===== config.mk =====
export PLATFORM = sky130hd
export DESIGN_NAME = pipeline_hazard_ctrl
export DESIGN_NICKNAME = d
export VERILOG_FILES = /design/src/rtl/mips_pipe_pkg.sv /design/src/rtl/load_use_detect.sv /design/src/rtl/pipeline_hazard_ctrl.sv
export SDC_FILE = /design/constraint.sdc
export NUM_CORES = 1
export LEC_CHECK = 0
export ABC_AREA = 1
export ABC_CLOCK_PERIOD_IN_PS = 1800
export BUFFER_PORTS_ARGS = -buffer_cell sky130_fd_sc_hd__buf_2
export CAP_MARGIN = 20
export CORE_MARGIN = 2
export CORE_UTILIZATION = 48
export DETAILED_ROUTE_END_ITERATION = 10
export PLACE_DENSITY = 0.76
export SYNTH_ARGS = -nofsm -noshare
export SYNTH_HDL_FRONTEND = slang
export SYNTH_SLANG_ARGS = --single-unit

===== constraint.sdc =====
create_clock -name clk -period 1.8 [get_ports clk]
set_clock_uncertainty 0.05 [all_clocks]
set_input_delay 0.36 -clock clk [delete_from_list [all_inputs] [get_ports clk]]
set_output_delay 0.36 -clock clk [all_outputs]
set_load 0.02 [all_outputs]

===== src/rtl/mips_pipe_pkg.sv =====
// Shared encodings for the MIPS pipeline control blocks: FSM states,
// register-zero index and the bundled hazard control word.
package mips_pipe_pkg;

  typedef enum logic [1:0] {
    RUN      = 2'd0,
    MEM_WAIT = 2'd1,
    ERR      = 2'd2
  } pipe_state_e;

  localparam int REG_ZERO = 0;

  typedef struct packed {
    logic pc_write;
    logic ifid_write;
    logic idex_bubble;
    logic ifid_flush;
    logic idex_flush;
    logic pipe_hold;
  } hz_ctrl_t;

  localparam hz_ctrl_t HZ_DEFAULT = '{pc_write: 1'b1, ifid_write: 1'b1, default: 1'b0};
  localparam hz_ctrl_t HZ_FREEZE  = '{pipe_hold: 1'b1, default: 1'b0};
  localparam hz_ctrl_t HZ_BUBBLE  = '{idex_bubble: 1'b1, default: 1'b0};
  localparam hz_ctrl_t HZ_FLUSH   = '{pc_write: 1'b1, ifid_write: 1'b1, ifid_flush: 1'b1,
                                      idex_flush: 1'b1, default: 1'b0};
  // Held while in reset: nothing advances and ID/EX carries a NOP.
  localparam hz_ctrl_t HZ_RESET   = '{idex_bubble: 1'b1, default: 1'b0};

endpackage


===== src/rtl/load_use_detect.sv =====
// Combinational load-use detector between the load in EX and the instruction in ID.
module load_use_detect
  import mips_pipe_pkg::*;
#(
  parameter int REG_AW = 5
) (
  input  logic              idex_mem_read,
  input  logic [REG_AW-1:0] idex_rt,
  input  logic [REG_AW-1:0] ifid_rs,
  input  logic [REG_AW-1:0] ifid_rt,
  input  logic              ifid_uses_rt,
  output logic              load_use
);

  logic rs_hit, rt_hit;

  assign rs_hit   = (idex_rt == ifid_rs);
  assign rt_hit   = ifid_uses_rt && (idex_rt == ifid_rt);
  // $zero never carries a real dependency, so loads into it are ignored.
  assign load_use = idex_mem_read && (idex_rt != REG_AW'(REG_ZERO)) && (rs_hit || rt_hit);

endmodule


===== src/rtl/pipeline_hazard_ctrl.sv =====
// Stall/flush sequencer: merges memory-wait, taken-branch and load-use hazards
// into pipeline enables, with a memory-wait timeout and a stall-cycle counter.
module pipeline_hazard_ctrl
  import mips_pipe_pkg::*;
#(
  parameter int REG_AW      = 5,
  parameter int MEM_TIMEOUT = 255,
  parameter int CNT_W       = 16
) (
  input  logic              clk,
  input  logic              rst_n,
  input  logic              idex_mem_read,
  input  logic [REG_AW-1:0] idex_rt,
  input  logic [REG_AW-1:0] ifid_rs,
  input  logic [REG_AW-1:0] ifid_rt,
  input  logic              ifid_uses_rt,
  input  logic              ex_branch_taken,
  input  logic              mem_req,
  input  logic              mem_ready,
  output logic              pc_write,
  output logic              ifid_write,
  output logic              idex_bubble,
  output logic              ifid_flush,
  output logic              idex_flush,
  output logic              pipe_hold,
  output logic              timeout_err,
  output logic [CNT_W-1:0]  stall_count
);

  localparam int WC_W = $clog2(MEM_TIMEOUT + 1);

  pipe_state_e     state, state_nxt;
  logic [WC_W-1:0] wait_cnt, wait_nxt;
  logic            load_use, mem_stall;
  hz_ctrl_t        run_ctrl, ctrl;

  load_use_detect #(.REG_AW(REG_AW)) u_lud (
    .idex_mem_read (idex_mem_read),
    .idex_rt       (idex_rt),
    .ifid_rs       (ifid_rs),
    .ifid_rt       (ifid_rt),
    .ifid_uses_rt  (ifid_uses_rt),
    .load_use      (load_use)
  );

  assign mem_stall = mem_req && !mem_ready;

  // Branch beats load-use: the dependent ID instruction is squashed anyway.
  always_comb begin
    run_ctrl = HZ_DEFAULT;
    if (ex_branch_taken) run_ctrl = HZ_FLUSH;
    else if (load_use)   run_ctrl = HZ_BUBBLE;
  end

  always_comb begin
    state_nxt = state;
    wait_nxt  = wait_cnt;
    ctrl      = HZ_DEFAULT;
    case (state)
      RUN: begin
        if (mem_stall) begin
          ctrl      = HZ_FREEZE;
          state_nxt = MEM_WAIT;
          wait_nxt  = WC_W'(1);
        end else begin
          ctrl = run_ctrl;
        end
      end
      MEM_WAIT: begin
        if (!mem_ready) begin
          ctrl = HZ_FREEZE;
          if (wait_cnt == WC_W'(MEM_TIMEOUT)) begin
            state_nxt = ERR;
            wait_nxt  = '0;
          end else begin
            wait_nxt = wait_cnt + 1'b1;
          end
        end else begin
          ctrl      = run_ctrl;
          state_nxt = RUN;
          wait_nxt  = '0;
        end
      end
      ERR:     ctrl = HZ_FREEZE;
      default: begin
        state_nxt = RUN;
        wait_nxt  = '0;
      end
    endcase
    if (!rst_n) ctrl = HZ_RESET;
  end

  always_ff @(posedge clk or negedge rst_n) begin
    if (!rst_n) begin
      state       <= RUN;
      wait_cnt    <= '0;
      timeout_err <= 1'b0;
      stall_count <= '0;
    end else begin
      state       <= state_nxt;
      wait_cnt    <= wait_nxt;
      timeout_err <= timeout_err || (state_nxt == ERR);
      if (!ctrl.pc_write && (stall_count != '1))
        stall_count <= stall_count + 1'b1;
    end
  end

  assign pc_write    = ctrl.pc_write;
  assign ifid_write  = ctrl.ifid_write;
  assign idex_bubble = ctrl.idex_bubble;
  assign ifid_flush  = ctrl.ifid_flush;
  assign idex_flush  = ctrl.idex_flush;
  assign pipe_hold   = ctrl.pipe_hold;

endmodule


Word-level counts from Yosys, hierarchy flattened:

Index checks and enable logic that the tools add are counted.

* flip-flop bits (word level): 27
* bits of input ports: 22
* output and inout port bits: 23
* word-level logic and storage cells: 41

* $add $sub $neg: 2
* equal/unequal tests: 8
* muxes and demuxes: 14
* bitwise logic cells: 1
* reduce and logical (&&, ||, !) cells: 12

Operators with widths (number)
* 6-bit two-way mux: 5
* 8-bit two-way mux: 3
* 8-bit case mux with 3 select lines: 1
* 6-bit case mux with 3 select lines: 1
* 16-bit by 1-bit adder with 16-bit output (second input constant): 1
* 16-bit != test (second input constant): 1
* 5-bit equality test: 2
* 8-bit by 1-bit adder with 8-bit output (second input constant): 1
* 8-bit equality test (second input constant): 1
* 2-bit two-way mux: 3
* 2-bit case mux with 3 select lines: 1
* 1-bit logical AND: 5
* 5-bit nonzero test: 1
* 2-bit equality test (second input constant): 2
* 2-bit by 1-bit equality test with 1-bit output (second input constant): 1
* 1-bit zero test: 2
* 2-bit zero test: 1
* 1-bit logical OR: 2
* 2-bit != test (second input constant): 1
* 2-bit AND reduction: 1
* 1-bit NOT: 1

Longest topological paths before layout:

* word-level depth: 11
* mapped depth: 14
* depth with buffers taken out: 13

Hierarchy:

From an unflattened synthesis, not the netlist that was laid out.

* cell total of the unflattened synthesis: 300
* area total of the unflattened synthesis: 1920.6 um^2

Modules (own cells, without submodules)
* pipeline_hazard_ctrl: instances 1, cells each 248, area each 1714.1 um^2, seq. area each 675.6 um^2
* load_use_detect: instances 1, cells each 52, area each 206.4 um^2, seq. area each 0.0 um^2

Worst setup path before layout:

OpenSTA, ideal clock, no wires.

* path type: register to output
* from: register state[0]
* to: output port ifid_flush
* data arrival time: 1.545 ns
* data required time: 1.390 ns
* setup slack: -0.155 ns
* stages on the path, launching flop included: 7
* buffers on the path: 1
* cells stage by stage: dfrtp_1 > inv_1 > nor2_1 > nor3_1 > inv_1 > nor3_1 > buf_4

* cells in the longest elaborated chain, start to end: 3
* elaborated cells on any way between the ends: 5
* classes of those cells: eq/ne: 2; mux: 2; reduce/logical: 1

RTL lines
* start, declared: line pipeline_hazard_ctrl.sv:32 `pipe_state_e state, state_nxt;`
* start signal, assigned: line pipeline_hazard_ctrl.sv:100 `state <= state_nxt;`
* 2-bit equality test, or another cell as far along: line pipeline_hazard_ctrl.sv:59 `case (state)`
* 6-bit case mux with 3 select lines (*): line pipeline_hazard_ctrl.sv:59
* 6-bit two-way mux (*): line pipeline_hazard_ctrl.sv:90 `if (!rst_n) ctrl = HZ_RESET;`
* end, declared: line pipeline_hazard_ctrl.sv:23 `output logic ifid_flush,`

Every way passes the cells marked *; elsewhere a longest branch is shown, timed or not.

Worst setup path in the final report:

* from: register state[0]
* to: output port pipe_hold

* cells in the longest elaborated chain, start to end: 3
* elaborated cells on any way between the ends: 5
* classes of those cells: eq/ne: 2; mux: 2; reduce/logical: 1

RTL lines
* 2-bit equality test, or another cell as far along: line pipeline_hazard_ctrl.sv:59
* 6-bit case mux with 3 select lines (*): line pipeline_hazard_ctrl.sv:59
* 6-bit two-way mux (*): line pipeline_hazard_ctrl.sv:90
* end, declared: line pipeline_hazard_ctrl.sv:25 `output logic pipe_hold,`

Marks and branches as above.

==> results.yml <==
cells_and_area:
  area_growth_pct: 31.2
  n_antenna_cell: 0
  layout.nets: 354
  layout-drive-gt1-share_pct: 28.3
  fillCellCount: 308
power:
  p_int_mw: 0.803
  irDropWorstVdd_mv: 0.386
  p_comb_share_pct: 9.0
  p_leak_nw: 1.30
  cellPowerDensity_mw_per_mm2: 432
  p_seq_share_pct: 57.9
  p_clk_share_pct: 33.1
  p_sw_mw: 0.243
  netSwitchingFraction_pct: 23.2
status:
  status: "complete, no violations"
synth:
  ys_seq_area_share_pct: 36.6
  yosysUniqueCellTypes: 32
  synth-seq-cells: 27
  yosysWarnings: 0
  syn_inst: 263
  syn_area_per_cell_um2: 7.02
  syn-num-nets: 287
  syn_area_mm2: 0.00185
die:
  start_util_pct: 50.1
  row_count: 22
  die_h_um: 66.0
  io_pins: 45
  die_x_um: 66.0
  coreArea_mm2: 0.00369
  dieArea_mm2: 0.00436
drt:
  met3_length_um: 230
  vias: 1880
  drt-total-wl_um: 4290
  drtIter0Drc: 105
  avgRoutedWirePerCell_um: 11.4
  drcViolationCount: 0
  firstDrtPassIters: 4
  ant_nets: 0
  top_layer: "met4"
  wl_met1_um: 2030
  routed_via_density: 4.99
  dr_wl_met2_um: 1970
sta:
  rsz0062_at_grt: "yes"
  whs_ps: 44.3
  finalSetupTns_ps: 0
  worstMarginPinSlew_ps: 322
  maxSlewViolCount: 0
  slew_headroom_pct: 78.4
  hold_violations: 0
  fin_crit_ps: 1790
  setup_viol: 0
  fmax_ghz: 0.557
  period_share_pct: 99.7
worst_setup_path:
  required_ps: 1390
  crit_path_start_kind: "flip-flop"
  cp_max_fo: 3
  critPathKind: "flip-flop to output pin"
  r2r_slack_ps: 60
  critPathCaptureType: "output pin"
  arrival_ps: 1380
clock_tree:
  root_buffer: "clkbuf_8"
  cts_tree: "done"
  cts_buffers: 3
  cts.path.max_buffers: 2
  clock_sinks: 27
  cts.clk_slew.worst_paths_ps: 90
  cts_max_level: 1
  hold_buffers: 0
  worstSkewPairLatency_ps: 270
global_route:
  grt_util_all_layers_pct: 19.9
  grt_pass1_vias: 1614
  grt_start_max_net_pins: 16
  grt_pass1_wl_um: 6860
  grt_overflow: 0
  antenna_found_initial: 0
run:
  timing.max_cap.violations: 0
min_path:
  min_path_type: "input port to asynchronous set/reset pin"
placement:
  place_congestion: 0.863
  hpwl_um: 3220
  port_buffers: 44
-- area by class of cell --
type                    instances  area [µm²]  area share (%)
inverters                      41         154            6.35
multi-input cells             190        1060            43.8
clock buffers                   4        45.0            1.86
repair buffers                 67         424            17.5
flip-flops and latches         27         679            28.0
well taps                      48        60.1            2.48
-- layer usage --
metal | GRT usage [%] | vias to the layer above
li1 | - | 965
met2 | 31.7 | 57
met3 | 2.39 | 8
met5 | 0 | -
met4 | 6.63 | 0
met1 | 28.2 | 850
-- registers in the layout, summed over array words and instances, names as in the netlist --
signal and count:
stall_count 16, state 2, timeout_err 1, wait_cnt 8
-- critical path: stages (launching register included) --
cell,delay (ps)
dfrtp_1,400
buf_4,150
nor2_1,140
nand2_1,90
a31oi_1,160
buf_2,180
-- what timing repair did --
item / in CTS / in global routing
setup endpoints to repair: 6 / 21
pin swaps: 1 / 8
setup buffers: 2 / 4
resized for setup: 6 / 18
-- power groups by stage --
stage	logic (mW)	registers [mW]	clock network [mW]
finish	0.0939	0.606	0.346
global route	0.107	0.606	0.378
CTS	0.0930	0.606	0.348
detailed placement	0.0921	0.618	0
global placement	0.0902	0.618	0
floorplan	0.0379	0.618	0
-- cell usage after synthesis, drive strengths merged --
master	instances	area share (%)
nand3b	1	0.41
nor3b	2	0.81
dfrtp	27	37
nand2	87	18
a31oi	2	0.68
xor2	9	4.3
nor2	21	4.7
a21oi	3	0.81
o21bai	1	0.41
nand4	7	3.2
nor3	10	3.6
ha	2	1.4
o21a	1	0.41
nor4	1	0.34
nand3	27	7.9
buf	5	2.0
inv	41	8.3
a41oi	1	0.47
xnor2	6	2.8
o21ai	7	1.9
a32o	1	0.54
or2	1	0.34
-- worst paths after layout --
path,cells after the start,start,to
min in group clk,1,timeout_err$_DFF_PN0_,timeout_err$_DFF_PN0_
max reg2reg,9,stall_count[1]$_DFFE_PN0P_,stall_count[12]$_DFFE_PN0P_
min,2,rst_n,wait_cnt[2]$_DFFE_PN0P_
max,5,state[0]$_DFF_PN0_,pipe_hold
max in group asynchronous,2,rst_n,state[1]$_DFF_PN0_
min reg2reg,1,timeout_err$_DFF_PN0_,timeout_err$_DFF_PN0_
-- metrics by stage --
| step | cell area, µm² | power, mW | setup WS (ps) | utilization (%) | std cells |
|---|---|---|---|---|---|
| 6_report | 2420 | 1.05 | 5.29 | 65.7 | 377 |
| 3_3_place_gp | 2250 | 0.708 | 61.0 | 61.0 | 367 |
| 2_1_floorplan | 1890 | 0.656 | -4.34 | - | 263 |
| 4_1_cts | 2330 | 1.05 | 0.255 | 63.1 | 373 |
| 3_5_place_dp | 2250 | 0.710 | 50.1 | 61.0 | 367 |
| 5_1_grt | 2420 | 1.09 | -73.6 | 65.7 | 377 |
-- logic make-up (layout without fill, tap and decap cells) --
logic type      count (synthesis)  after routing  share of synthesized area (%)
fa+ha+maj                       2              2                           1.35
compound gates                 16             16                           5.22
buf+inv                        46            112                           10.3
flops                          27             27                           36.6
simple gates                  157            157                           39.4
xor+xnor                       15             15                           7.11
-- cell usage in the layout, fill, tap and decap left out, types with 5 or more instances in the layout --
| master | instances |
|---|---|
| xor2_1 | 9 |
| nor2_1 | 18 |
| buf_2 | 39 |
| inv_1 | 38 |
| nand3_1 | 24 |
| buf_6 | 5 |
| nor3_1 | 5 |
| buf_4 | 23 |
| dfrtp_1 | 24 |
| xnor2_1 | 6 |
| nand4_1 | 6 |
| nand2_1 | 84 |
| o21ai_0 | 5 |
Power figures use the tool's default switching activity.
